### src/rtl/frame_pkg.sv
// Shared framing definitions for the serial transmitter and its receiver:
// state encoding, stuffing run length, CRC polynomial and fixed line levels.
package frame_pkg;

  typedef logic [2:0] state_t;

  localparam state_t ST_IDLE  = 3'd0;
  localparam state_t ST_START = 3'd1;
  localparam state_t ST_SIZE  = 3'd2;
  localparam state_t ST_DATA  = 3'd3;
  localparam state_t ST_CRC   = 3'd4;
  localparam state_t ST_STOP  = 3'd5;

  localparam logic [7:0] CRC_POLY  = 8'h07;
  localparam logic [2:0] STUFF_RUN = 3'd5;

  localparam logic BIT_IDLE  = 1'b0;
  localparam logic BIT_START = 1'b1;
  localparam logic BIT_STOP  = 1'b0;

  // One MSB-first step of CRC-8 (x^8+x^2+x+1), no reflection.
  function automatic logic [7:0] crc8_step(input logic [7:0] crc, input logic b);
    return {crc[6:0], 1'b0} ^ (((crc[7] ^ b) == 1'b1) ? CRC_POLY : 8'h00);
  endfunction

endpackage

### src/rtl/transmit_if.sv
// Handshake and serial-line bundle between a frame source and the transmitter.
interface transmit_if;
  logic [7:0] baudrate;
  logic       start;
  logic [3:0] framesize;
  logic [7:0] datain;
  logic       dvalid;
  logic       dreq;
  logic       tx;
  logic       busy;
  logic       done;
  logic       ur;

  modport master (output baudrate, start, framesize, datain, dvalid,
                  input  dreq, tx, busy, done, ur);
  modport slave  (input  baudrate, start, framesize, datain, dvalid,
                  output dreq, tx, busy, done, ur);
endinterface

### src/rtl/crc8_serial.sv
// Bit-serial CRC-8 accumulator, fed one data bit per enable.
module crc8_serial
  import frame_pkg::*;
(
  input  logic       clk,
  input  logic       reset,
  input  logic       clear,
  input  logic       en,
  input  logic       bit_i,
  output logic [7:0] crc
);

  logic [7:0] crc_q;

  // Accumulator: cleared at frame start, advanced once per transmitted data bit.
  always_ff @(posedge clk) begin
    if (reset || clear) begin
      crc_q <= 8'h00;
    end else if (en) begin
      crc_q <= crc8_step(crc_q, bit_i);
    end
  end

  assign crc = crc_q;

endmodule

### src/rtl/transmit.sv
// Framed serial transmitter with bit stuffing and a one-byte holding register.
// Define TX_CRC_EN to append a CRC-8 over the data bits before the stop bit.
module transmit
  import frame_pkg::*;
(
  input  logic     clk,
  input  logic     reset,
  transmit_if.slave bus
);

  state_t     state_q, state_d;
  logic [7:0] baud_q, baud_d, cnt_q, cnt_d, sh_q, sh_d, hold_q, hold_d;
  logic [3:0] fsize_q, fsize_d, left_q, left_d, acc_q, acc_d;
  logic [2:0] idx_q, idx_d, run_len_q, run_len_d;
  logic       tx_q, tx_d, busy_q, busy_d, done_q, done_d, ur_q, ur_d, dreq_q, dreq_d;
  logic       hold_vld_q, hold_vld_d, run_val_q, run_val_d;
  logic       xfer_s, load_s, next_byte_s, end_data_s, to_stop_s, bit_s;

`ifdef TX_CRC_EN
  logic [7:0] crc_s;

  crc8_serial u_crc (
    .clk   (clk),
    .reset (reset),
    .clear ((state_q == ST_IDLE) && bus.start),
    .en    (load_s && (state_d == ST_DATA)),
    .bit_i (bit_s),
    .crc   (crc_s)
  );
`endif

  // Next-state: bit timing, field sequencing, stuffing and the byte handshake.
  always_comb begin
    state_d = state_q;  baud_d = baud_q;  cnt_d = cnt_q;  tx_d = tx_q;  ur_d = ur_q;
    fsize_d = fsize_q;  left_d = left_q;  acc_d = acc_q;  idx_d = idx_q;  sh_d = sh_q;
    hold_d = hold_q;    hold_vld_d = hold_vld_q;
    run_val_d = run_val_q;  run_len_d = run_len_q;
    load_s = 1'b0;  next_byte_s = 1'b0;  end_data_s = 1'b0;  to_stop_s = 1'b0;  bit_s = 1'b0;
    xfer_s = bus.dvalid && dreq_q;

    if (xfer_s) begin
      hold_d = bus.datain;  hold_vld_d = 1'b1;  acc_d = acc_q + 4'd1;
    end else begin
      hold_vld_d = hold_vld_q;
    end

    if (state_q == ST_IDLE) begin
      if (bus.start) begin
        state_d = ST_START;
        baud_d  = (bus.baudrate == 8'd0) ? 8'd1 : bus.baudrate;
        cnt_d   = baud_d - 8'd1;
        tx_d    = BIT_START;
        fsize_d = bus.framesize;  left_d = bus.framesize;  acc_d = 4'd0;
        hold_vld_d = 1'b0;  run_len_d = 3'd0;  ur_d = 1'b0;
      end else begin
        state_d = ST_IDLE;
      end
    end else if (cnt_q != 8'd0) begin
      cnt_d = cnt_q - 8'd1;
    end else if (state_q == ST_STOP) begin
      state_d = ST_IDLE;
      tx_d    = BIT_IDLE;
    end else if (run_len_q == STUFF_RUN) begin
      // Stuff bit: field position is left alone, it opens a new run.
      tx_d = ~run_val_q;  run_val_d = ~run_val_q;  run_len_d = 3'd1;
      cnt_d = baud_q - 8'd1;
    end else begin
      cnt_d = baud_q - 8'd1;
      case (state_q)
        ST_START: begin state_d = ST_SIZE; idx_d = 3'd3; load_s = 1'b1; end
        ST_SIZE: begin
          if (idx_q != 3'd0)        begin idx_d = idx_q - 3'd1; load_s = 1'b1; end
          else if (fsize_q != 4'd0) next_byte_s = 1'b1;
          else                      end_data_s = 1'b1;
        end
        ST_DATA: begin
          if (idx_q != 3'd0)       begin idx_d = idx_q - 3'd1; load_s = 1'b1; end
          else if (left_q != 4'd0) next_byte_s = 1'b1;
          else                     end_data_s = 1'b1;
        end
`ifdef TX_CRC_EN
        ST_CRC: begin
          if (idx_q != 3'd0) begin idx_d = idx_q - 3'd1; load_s = 1'b1; end
          else               to_stop_s = 1'b1;
        end
`endif
        default: to_stop_s = 1'b1;
      endcase

      if (next_byte_s) begin
        if (hold_vld_q || xfer_s) begin
          state_d = ST_DATA;  idx_d = 3'd7;  left_d = left_q - 4'd1;  load_s = 1'b1;
          sh_d = hold_vld_q ? hold_q : bus.datain;
          hold_vld_d = 1'b0;
        end else begin
          ur_d = 1'b1;  to_stop_s = 1'b1;
        end
      end else begin
        sh_d = sh_q;
      end

      if (end_data_s) begin
`ifdef TX_CRC_EN
        state_d = ST_CRC;  idx_d = 3'd7;  load_s = 1'b1;
`else
        to_stop_s = 1'b1;
`endif
      end else begin
        idx_d = idx_d;
      end

      if (to_stop_s) begin
        state_d = ST_STOP;  tx_d = BIT_STOP;
      end else begin
        tx_d = tx_q;
      end

      if (load_s) begin
        case (state_d)
          ST_SIZE: bit_s = fsize_q[idx_d[1:0]];
          ST_DATA: bit_s = sh_d[idx_d];
`ifdef TX_CRC_EN
          ST_CRC:  bit_s = crc_s[idx_d];
`endif
          default: bit_s = 1'b0;
        endcase
        tx_d = bit_s;
        if ((run_len_q != 3'd0) && (bit_s == run_val_q)) begin
          run_len_d = run_len_q + 3'd1;
        end else begin
          run_val_d = bit_s;  run_len_d = 3'd1;
        end
      end else begin
        run_len_d = run_len_d;
      end
    end

    busy_d = (state_d != ST_IDLE);
    done_d = (state_d == ST_STOP) && (cnt_d == 8'd0);
    dreq_d = ((state_d == ST_START) || (state_d == ST_SIZE) || (state_d == ST_DATA))
             && !hold_vld_d && (acc_d != fsize_d);
  end

  // State and output registers; reset overrides any start request.
  always_ff @(posedge clk) begin
    if (reset) begin
      state_q <= ST_IDLE;  baud_q <= 8'd1;  cnt_q <= 8'd0;  sh_q <= 8'd0;  hold_q <= 8'd0;
      fsize_q <= 4'd0;  left_q <= 4'd0;  acc_q <= 4'd0;  idx_q <= 3'd0;  run_len_q <= 3'd0;
      tx_q <= BIT_IDLE;  busy_q <= 1'b0;  done_q <= 1'b0;  ur_q <= 1'b0;  dreq_q <= 1'b0;
      hold_vld_q <= 1'b0;  run_val_q <= 1'b0;
    end else begin
      state_q <= state_d;  baud_q <= baud_d;  cnt_q <= cnt_d;  sh_q <= sh_d;  hold_q <= hold_d;
      fsize_q <= fsize_d;  left_q <= left_d;  acc_q <= acc_d;  idx_q <= idx_d;  run_len_q <= run_len_d;
      tx_q <= tx_d;  busy_q <= busy_d;  done_q <= done_d;  ur_q <= ur_d;  dreq_q <= dreq_d;
      hold_vld_q <= hold_vld_d;  run_val_q <= run_val_d;
    end
  end

  assign bus.tx   = tx_q;
  assign bus.busy = busy_q;
  assign bus.done = done_q;
  assign bus.ur   = ur_q;
  assign bus.dreq = dreq_q;

endmodule
### src/flat_wrapper.sv
// flat-port wrapper written by rule: the top's interface ports become plain ports
module transmit_flat import frame_pkg::*;
  (clk, reset, bus_baudrate, bus_start, bus_framesize, bus_datain, bus_dvalid, bus_dreq, bus_tx, bus_busy, bus_done, bus_ur);
  transmit_if bus_i ();
  input  logic clk;
  input  logic reset;
  input wire logic [$bits(bus_i.baudrate)-1:0] bus_baudrate;
  input wire logic [$bits(bus_i.start)-1:0] bus_start;
  input wire logic [$bits(bus_i.framesize)-1:0] bus_framesize;
  input wire logic [$bits(bus_i.datain)-1:0] bus_datain;
  input wire logic [$bits(bus_i.dvalid)-1:0] bus_dvalid;
  output wire logic [$bits(bus_i.dreq)-1:0] bus_dreq;
  output wire logic [$bits(bus_i.tx)-1:0] bus_tx;
  output wire logic [$bits(bus_i.busy)-1:0] bus_busy;
  output wire logic [$bits(bus_i.done)-1:0] bus_done;
  output wire logic [$bits(bus_i.ur)-1:0] bus_ur;
  assign bus_i.baudrate = bus_baudrate;
  assign bus_i.start = bus_start;
  assign bus_i.framesize = bus_framesize;
  assign bus_i.datain = bus_datain;
  assign bus_i.dvalid = bus_dvalid;
  assign bus_dreq = bus_i.dreq;
  assign bus_tx = bus_i.tx;
  assign bus_busy = bus_i.busy;
  assign bus_done = bus_i.done;
  assign bus_ur = bus_i.ur;
  transmit u_core (.clk(clk), .reset(reset), .bus(bus_i));
endmodule
### config.mk
export PLATFORM = sky130hd
export DESIGN_NAME = transmit_flat
export DESIGN_NICKNAME = d
export VERILOG_FILES = /design/src/rtl/frame_pkg.sv /design/src/rtl/transmit_if.sv /design/src/rtl/crc8_serial.sv /design/src/rtl/transmit.sv /design/src/flat_wrapper.sv
export SDC_FILE = /design/constraint.sdc
export NUM_CORES = 1
export LEC_CHECK = 0
export CORE_ASPECT_RATIO = 0.75
export CORE_MARGIN = 2
export CORE_UTILIZATION = 60
export DETAILED_ROUTE_END_ITERATION = 10
export PLACE_DENSITY_LB_ADDON = 0.05
export SLEW_MARGIN = 15
export SYNTH_ARGS = -nofsm -noshare
export SYNTH_HDL_FRONTEND = slang
export SYNTH_SLANG_ARGS = --single-unit
### constraint.sdc
create_clock -name clk -period 5.7 [get_ports clk]
set_clock_uncertainty 0.15 [all_clocks]
set_input_delay 0.855 -clock clk [delete_from_list [all_inputs] [get_ports clk]]
set_output_delay 0.855 -clock clk [all_outputs]
set_load 0.005 [all_outputs]
# After elaboration in Yosys (flattened, before gate mapping)
# Cells that the tools add are included.
# W data, S select, Z words.
op_classes:
  add_sub_neg: 7
  magnitude_cmp: 2
  eq_ne: 19
  muxes: 121
  n_bitwise: 5
  n_reduce_logical: 32
ops:
  columns: ["op", "count"]
  rows:
  - ["$mux W8", 12]
  - ["$mux W3", 26]
  - ["$mux W1", 64]
  - ["$mux W4", 12]
  - ["$sub A8 B1 Y8 const B", 3]
  - ["$eq A3 B2 Y1 const B", 6]
  - ["$logic_not A8 Y1", 2]
  - ["$reduce_and A6 Y1", 2]
  - ["$reduce_bool A3 Y1", 4]
  - ["$ne A2 B1 Y1 const B", 5]
  - ["$eq A3 B3 Y1 const B", 3]
  - ["$pmux W1 S2", 4]
  - ["$reduce_and A4 Y1", 2]
  - ["$reduce_bool A4 Y1", 2]
  - ["$reduce_bool A8 Y1", 1]
  - ["$eq A3 B1 Y1 const B", 2]
  - ["$pmux W3 S2", 1]
  - ["$reduce_bool A2 Y1", 3]
  - ["$logic_and A1 B1 Y1", 5]
  - ["$not A1 Y1", 5]
  - ["$reduce_and A5 Y1", 1]
  - ["$reduce_bool A5 Y1", 1]
  - ["$add A4 B1 Y4 const B", 1]
  - ["$lt A3 B4 Y1 const B", 1]
  - ["16 further kinds", 18]
word_totals:
  register_bits: 60
  out_inout_bits: 5

# Longest topological paths before layout
logic_depth:
  word_depth: 34
  depth_mapped: 12
  depth_no_buf: 11

# Worst setup path after synthesis
# OpenSTA, ideal clock, no wires.
synth_path:
  path_type: "input-to-reg"
  from: "input port bus_dvalid"
  to: "register u_core.run_len_q[0]"
  setup_time_ps: 92
  arrival_time_ps: 2471
  setup_slack_ps: 2987
  cell_stages: 9
  n_path_buf: 0
  path_cell_list: "a21o_1 > o211ai_1 > a21oi_1 > nand3_1 > a2111oi_0 > nor3_2 > and3_2 > o2111a_1 > o32ai_1"
synth_via:
  elab_chain_cells: 29
  elab_cells_between_ends: 56
  cone_classes: "eq/ne (3); mux (48); reduce/logical (5)"
synth_rtl:
  columns: ["item", "line_no", "rtl"]
  rows:
  - ["from (decl)", "flat_wrapper.sv:11", "input wire logic [$bits(bus_i.dvalid)-1:0] bus_dvalid;"]
  - ["$logic_and A1 B1 Y1 (*)", "transmit.sv:39", "xfer_s = bus.dvalid && dreq_q;"]
  - ["$logic_or A1 B1 Y1 (*)", "transmit.sv:91", "if (hold_vld_q || xfer_s) begin"]
  - ["$mux W1", "transmit.sv:91", null]
  - ["$mux W1", "transmit.sv:90", "if (next_byte_s) begin"]
  - ["$mux W1", "transmit.sv:102", "if (end_data_s) begin"]
  - ["$mux W1", "transmit.sv:63", "end else if (run_len_q == STUFF_RUN) begin"]
  - ["$mux W1", "transmit.sv:60", "end else if (state_q == ST_STOP) begin"]
  - ["$mux W1", "transmit.sv:58", "end else if (cnt_q != 8'd0) begin"]
  - ["[... 13 more ...]", null, null]
  - ["$eq A1 B1 Y1", "transmit.sv:128", "if ((run_len_q != 3'd0) && (bit_s == run_val_q)) begin"]
  - ["$logic_and A1 B1 Y1", "transmit.sv:128", null]
  - ["$mux W3", "transmit.sv:128", null]
  - ["$mux W3", "transmit.sv:118", "if (load_s) begin"]
  - ["$mux W3", "transmit.sv:63", null]
  - ["$mux W3", "transmit.sv:60", null]
  - ["$mux W3", "transmit.sv:58", null]
  - ["$mux W3", "transmit.sv:47", "if (state_q == ST_IDLE) begin"]
  - ["to (signal assigned)", "transmit.sv:148", "fsize_q <= 4'd0; left_q <= 4'd0; acc_q <= 4'd0; idx_q <= 3'd0; run_len_q <= 3'd0;"]
  - ["to (signal assigned)", "transmit.sv:153", "fsize_q <= fsize_d; left_q <= left_d; acc_q <= acc_d; idx_q <= idx_d; run_len_q <= run_len_d;"]
  - ["to (decl)", "transmit.sv:14", "logic [2:0] idx_q, idx_d, run_len_q, run_len_d;"]
# Mark *: on every way between the ends. The rest lies on a longest branch, timed or not. The select of a mux whose other input is x is not followed.
# A chain may end at the register's enable or synchronous reset.

# Worst setup path in the final report
layout_path:
  from: "register u_core.cnt_q[0]"
  to: "register u_core.done_q, in the netlist u_core.bus.done"
layout_via:
  elab_chain_cells: 5
  elab_cells_between_ends: 11
  cone_classes: "add/sub (1); eq/ne (1); mux (6); reduce/logical (3)"
layout_rtl:
  columns: ["item", "line_no", "rtl"]
  rows:
  - ["from (decl)", "transmit.sv:12", "logic [7:0] baud_q, baud_d, cnt_q, cnt_d, sh_q, sh_d, hold_q, hold_d;"]
  - ["from (signal assigned)", "transmit.sv:147", "state_q <= ST_IDLE; baud_q <= 8'd1; cnt_q <= 8'd0; sh_q <= 8'd0; hold_q <= 8'd0;"]
  - ["from (signal assigned)", "transmit.sv:152", "state_q <= state_d; baud_q <= baud_d; cnt_q <= cnt_d; sh_q <= sh_d; hold_q <= hold_d;"]
  - ["$sub A8 B1 Y8 (tied with other cells)", "transmit.sv:59", "cnt_d = cnt_q - 8'd1;"]
  - ["$mux W8 or $mux W3 (tied branches)", "transmit.sv:58", null]
  - ["$mux W8 or $mux W3 (tied branches)", "transmit.sv:47", null]
  - ["$logic_not A8 Y1 or $eq A3 B3 Y1 (tied branches)", "transmit.sv:139", "done_d = (state_d == ST_STOP) && (cnt_d == 8'd0);"]
  - ["$logic_and A1 B1 Y1 (*)", "transmit.sv:139", null]
  - ["to (signal assigned)", "transmit.sv:154", "tx_q <= tx_d; busy_q <= busy_d; done_q <= done_d; ur_q <= ur_d; dreq_q <= dreq_d;"]
  - ["to (decl)", "transmit.sv:15", "logic tx_q, tx_d, busy_q, busy_d, done_q, done_d, ur_q, ur_d, dreq_q, dreq_d;"]
# Mark *: on every way between the ends. The rest lies on a longest branch, timed or not.

==> run_results.csv <==
group,metric,value,unit
outcome,run_status,"completed",
die,dieArea,6770,um^2
placed_design,numPortBuffers,28,
cells_and_area,final_util,71.5,%
critical_path,arrival,3.70,ns
power_and_ir_drop,p_switching,0.000720,W
timing,drv_slew,0,
timing,fin_crit_sh,63.9,%
critical_path,critPathLaunchType,"flop",
cells_and_area,layout_common_cells,"nand2_1 (68), dfxtp_1 (60), a21oi_1 (59)",
power_and_ir_drop,cellLeakagePower,1.47,nW
clock_network,cts_tree,"yes",
die,initial_core_util,62.7,%
routing,routed_via_density,6.28,
routing,wl_per_cell,16.5,um
global_routing,grt_overflow,0,
critical_path,path_max_fanout,15,
clock_network,cts-root-buf,"clkbuf_8",
logic_synthesis,synthDistinctLibCells,75,
power_and_ir_drop,pwr-share-clk,26.8,%
routing,drtPass1Iterations,5,
logic_synthesis,synth-edff-count,0,
global_routing,grt_pass1_wl,15800,um
global_routing,grt_max_degree,59,
placed_design,hpwl,6720,um
min_path,hold_path_class,"reg2reg",
critical_path,r2r_setup_slack,2.06,ns
logic_synthesis,synth_top_area_share,32.7,%
routing,post-route-drc-count,0,
cells_and_area,drive_gt1_share,7.74,%
die,core,5860,um^2
global_routing,antenna_found_initial,0,
cells_and_area,seq_area,1200,um^2
clock_network,clk_latency,0.35,ns
placed_design,place_congestion,0.893,
timing,rsz0062_at_grt,"no",
logic_synthesis,ys_ff_latch,60,
logic_synthesis,netlist_area,3670,um^2
die,io_pins,29,
routing,via_count,3657,
cells_and_area,fillers,493,
die,die_x,94.3,um
die,rows,24,
clock_network,cts_hold_buf,0,
cells_and_area,diodes,0,
logic_synthesis,synth_area_leader_cell,"dfxtp_1",
power_and_ir_drop,ir_drop,0.193,mV
routing,wirelength,9590,um
timing,fmax,0.275,GHz
clock_network,cts_resized,0,
timing,tns,0,ns
logic_synthesis,async_reset_ff_share,0,%
critical_path,path_class,"reg2reg",
power_and_ir_drop,power.share.switching,39.7,%
flow_run,max_cap_viol_count,0,
power_and_ir_drop,seq_power_share,31.7,%
power_and_ir_drop,powerDensity,433,nW/um^2
critical_path,crit_required,5.76,ns
timing,timing.slew.headroom,29.4,%
critical_path,cp-end-kind,"flop",
power_and_ir_drop,comb_power_share,41.5,%
timing,period_minus_slack,3.64,ns
logic_synthesis,synth-seq-area-share,32.7,%
clock_network,numClockSinks,60,
logic_synthesis,syn-mean-instance-area,7.58,um^2
clock_network,cts_setup_buffers,0,
clock_network,numCtsBuffers,9,
routing,ant_nets,0,
logic_synthesis,netlist_instances,484,
global_routing,grt_usage,30.1,%
routing,drt_iter0_drc,429,
timing,tightest_slew,1.06,ns
clock_network,htreeDepth,3,
cells_and_area,area_growth,14.0,%
logic_synthesis,synth_warnings,0,
logic_synthesis,ys.flop_type,"dfxtp_1",
cells_and_area,multiInputGateArea,2260,um^2
power_and_ir_drop,p_int,0.00109,W
global_routing,grt_pass1_vias,3098,
logic_synthesis,synth_nets,518,
cells_and_area,nets,533,
die,fp.dieH,71.7,um
timing,final_hold_viol_count,0,
logic_synthesis,yosys-top-cells-area,"dfxtp_1 (33%), a21oi_1 (8.0%), nand2_1 (7.0%)",
clock_network,cts_max_path_buffers,2,
timing,finalSetupViolations,0,
clock_network,clk_pin_slew_worst_paths,0.07,ns
cells_and_area,layout_commonest_cell,"nand2_1",
[per-stage QoR]
step | setup slack (ns) | total power, W | area (um^2) | std cells | hold slack, ns
floorplan | 2.99 | 0.00112 | 3670 | 484 | 0.282
global placement | 2.03 | 0.00129 | 3940 | 566 | 0.289
detailed placement | 1.92 | 0.00131 | 3940 | 566 | 0.303
CTS | 2.18 | 0.00180 | 4190 | 582 | 0.312
global route | 1.86 | 0.00193 | 4190 | 582 | 0.333
finish | 2.06 | 0.00181 | 4190 | 582 | 0.310
[per-layer routing]
metal / share of wire (%) / up-vias / global-route usage, %
met5: 0 / - / 0
met4: 0.95 / 0 / 6.92
met3: 9.8 / 12 / 7.36
met2: 40 / 191 / 40.6
met1: 49 / 1680 / 47.7
li1: - / 1774 / -
[power by group through the flow]
| stage | clock (W) | sequential, W | combinational, W |
|---|---|---|---|
| finish | 0.000486 | 0.000574 | 0.000753 |
| global route | 0.000512 | 0.000585 | 0.000831 |
| CTS | 0.000493 | 0.000571 | 0.000735 |
| detailed placement | 0 | 0.000580 | 0.000727 |
| global placement | 0 | 0.000576 | 0.000713 |
| floorplan | 0 | 0.000547 | 0.000577 |
[state kept, by name (all words and copies together) (netlist names)]
signal             cells
u_core.idx_q           3
u_core.hold_q          8
u_core.acc_q           4
u_core.cnt_q           8
u_core.bus.ur          1
u_core.baud_q          8
u_core.fsize_q         4
u_core.run_val_q       1
u_core.bus.busy        1
u_core.state_q         3
u_core.run_len_q       3
u_core.bus.tx          1
u_core.sh_q            8
u_core.left_q          4
u_core.bus.done        1
u_core.hold_vld_q      1
u_core.bus.dreq        1
[kinds of logic (layout without fill, tap and decap cells)]
| group | Yosys count | after routing | synth area share [%] |
|---|---|---|---|
| AOI/OAI and AO/OA | 141 | 141 | 24.6 |
| xor gates and xnor gates | 18 | 18 | 4.29 |
| muxes | 5 | 5 | 1.81 |
| DFF | 60 | 60 | 32.7 |
| and+or+nand+nor | 201 | 201 | 27.6 |
| adders and majority gates | 10 | 10 | 3.41 |
| buffers and inverters | 49 | 69 | 5.59 |
[layout make-up]
cell class | count | area share [%]
clock inverter | 4 | 2.27
multi-input combinational | 375 | 54.1
clock buffer | 12 | 3.71
tap | 78 | 2.33
inverter | 24 | 2.15
sequential | 60 | 28.7
timing repair buffer | 29 | 6.75
[final timing paths]
kind | start | to | cells past startpoint
worst max register to register | u_core.cnt_q[0] | u_core.bus.done | 8
worst max-delay path | u_core.cnt_q[0] | u_core.bus.done | 8
worst min register to register | u_core.hold_q[0] | u_core.hold_q[0] | 2
worst min-delay path | u_core.hold_q[0] | u_core.hold_q[0] | 2
[synth_stat cells, types with 3 or more instances]
library cell  number
a211oi_1           8
a21o_1             3
a21oi_1           59
a22oi_1            5
a31oi_1            4
and2_1             7
buf_1              4
buf_2              4
clkbuf_1          14
dfxtp_1           60
ha_1              10
inv_1             24
mux2i_1            4
nand2_1           68
nand2b_1           3
nand3_1           10
nand3b_1           3
nand4_1            3
nor2_1            46
nor2b_1            3
nor3_1            23
nor3_2             3
nor4_1             4
o211ai_1           4
o21ai_0           20
o22a_1             3
o22ai_1            6
or3_1              5
or4_1              3
xnor2_1            9
xor2_1             9
[worst max-delay path, cell delays in order (launching register included)]
cell	delay (ns)
dfxtp_1	0.35
inv_1	0.06
ha_1	0.21
or3b_4	0.45
nor4_4	0.74
nand2_2	0.31
nor3_2	0.57
a21oi_1	0.20
nor4_1	0.47
Power figures use the tool's default switching activity.
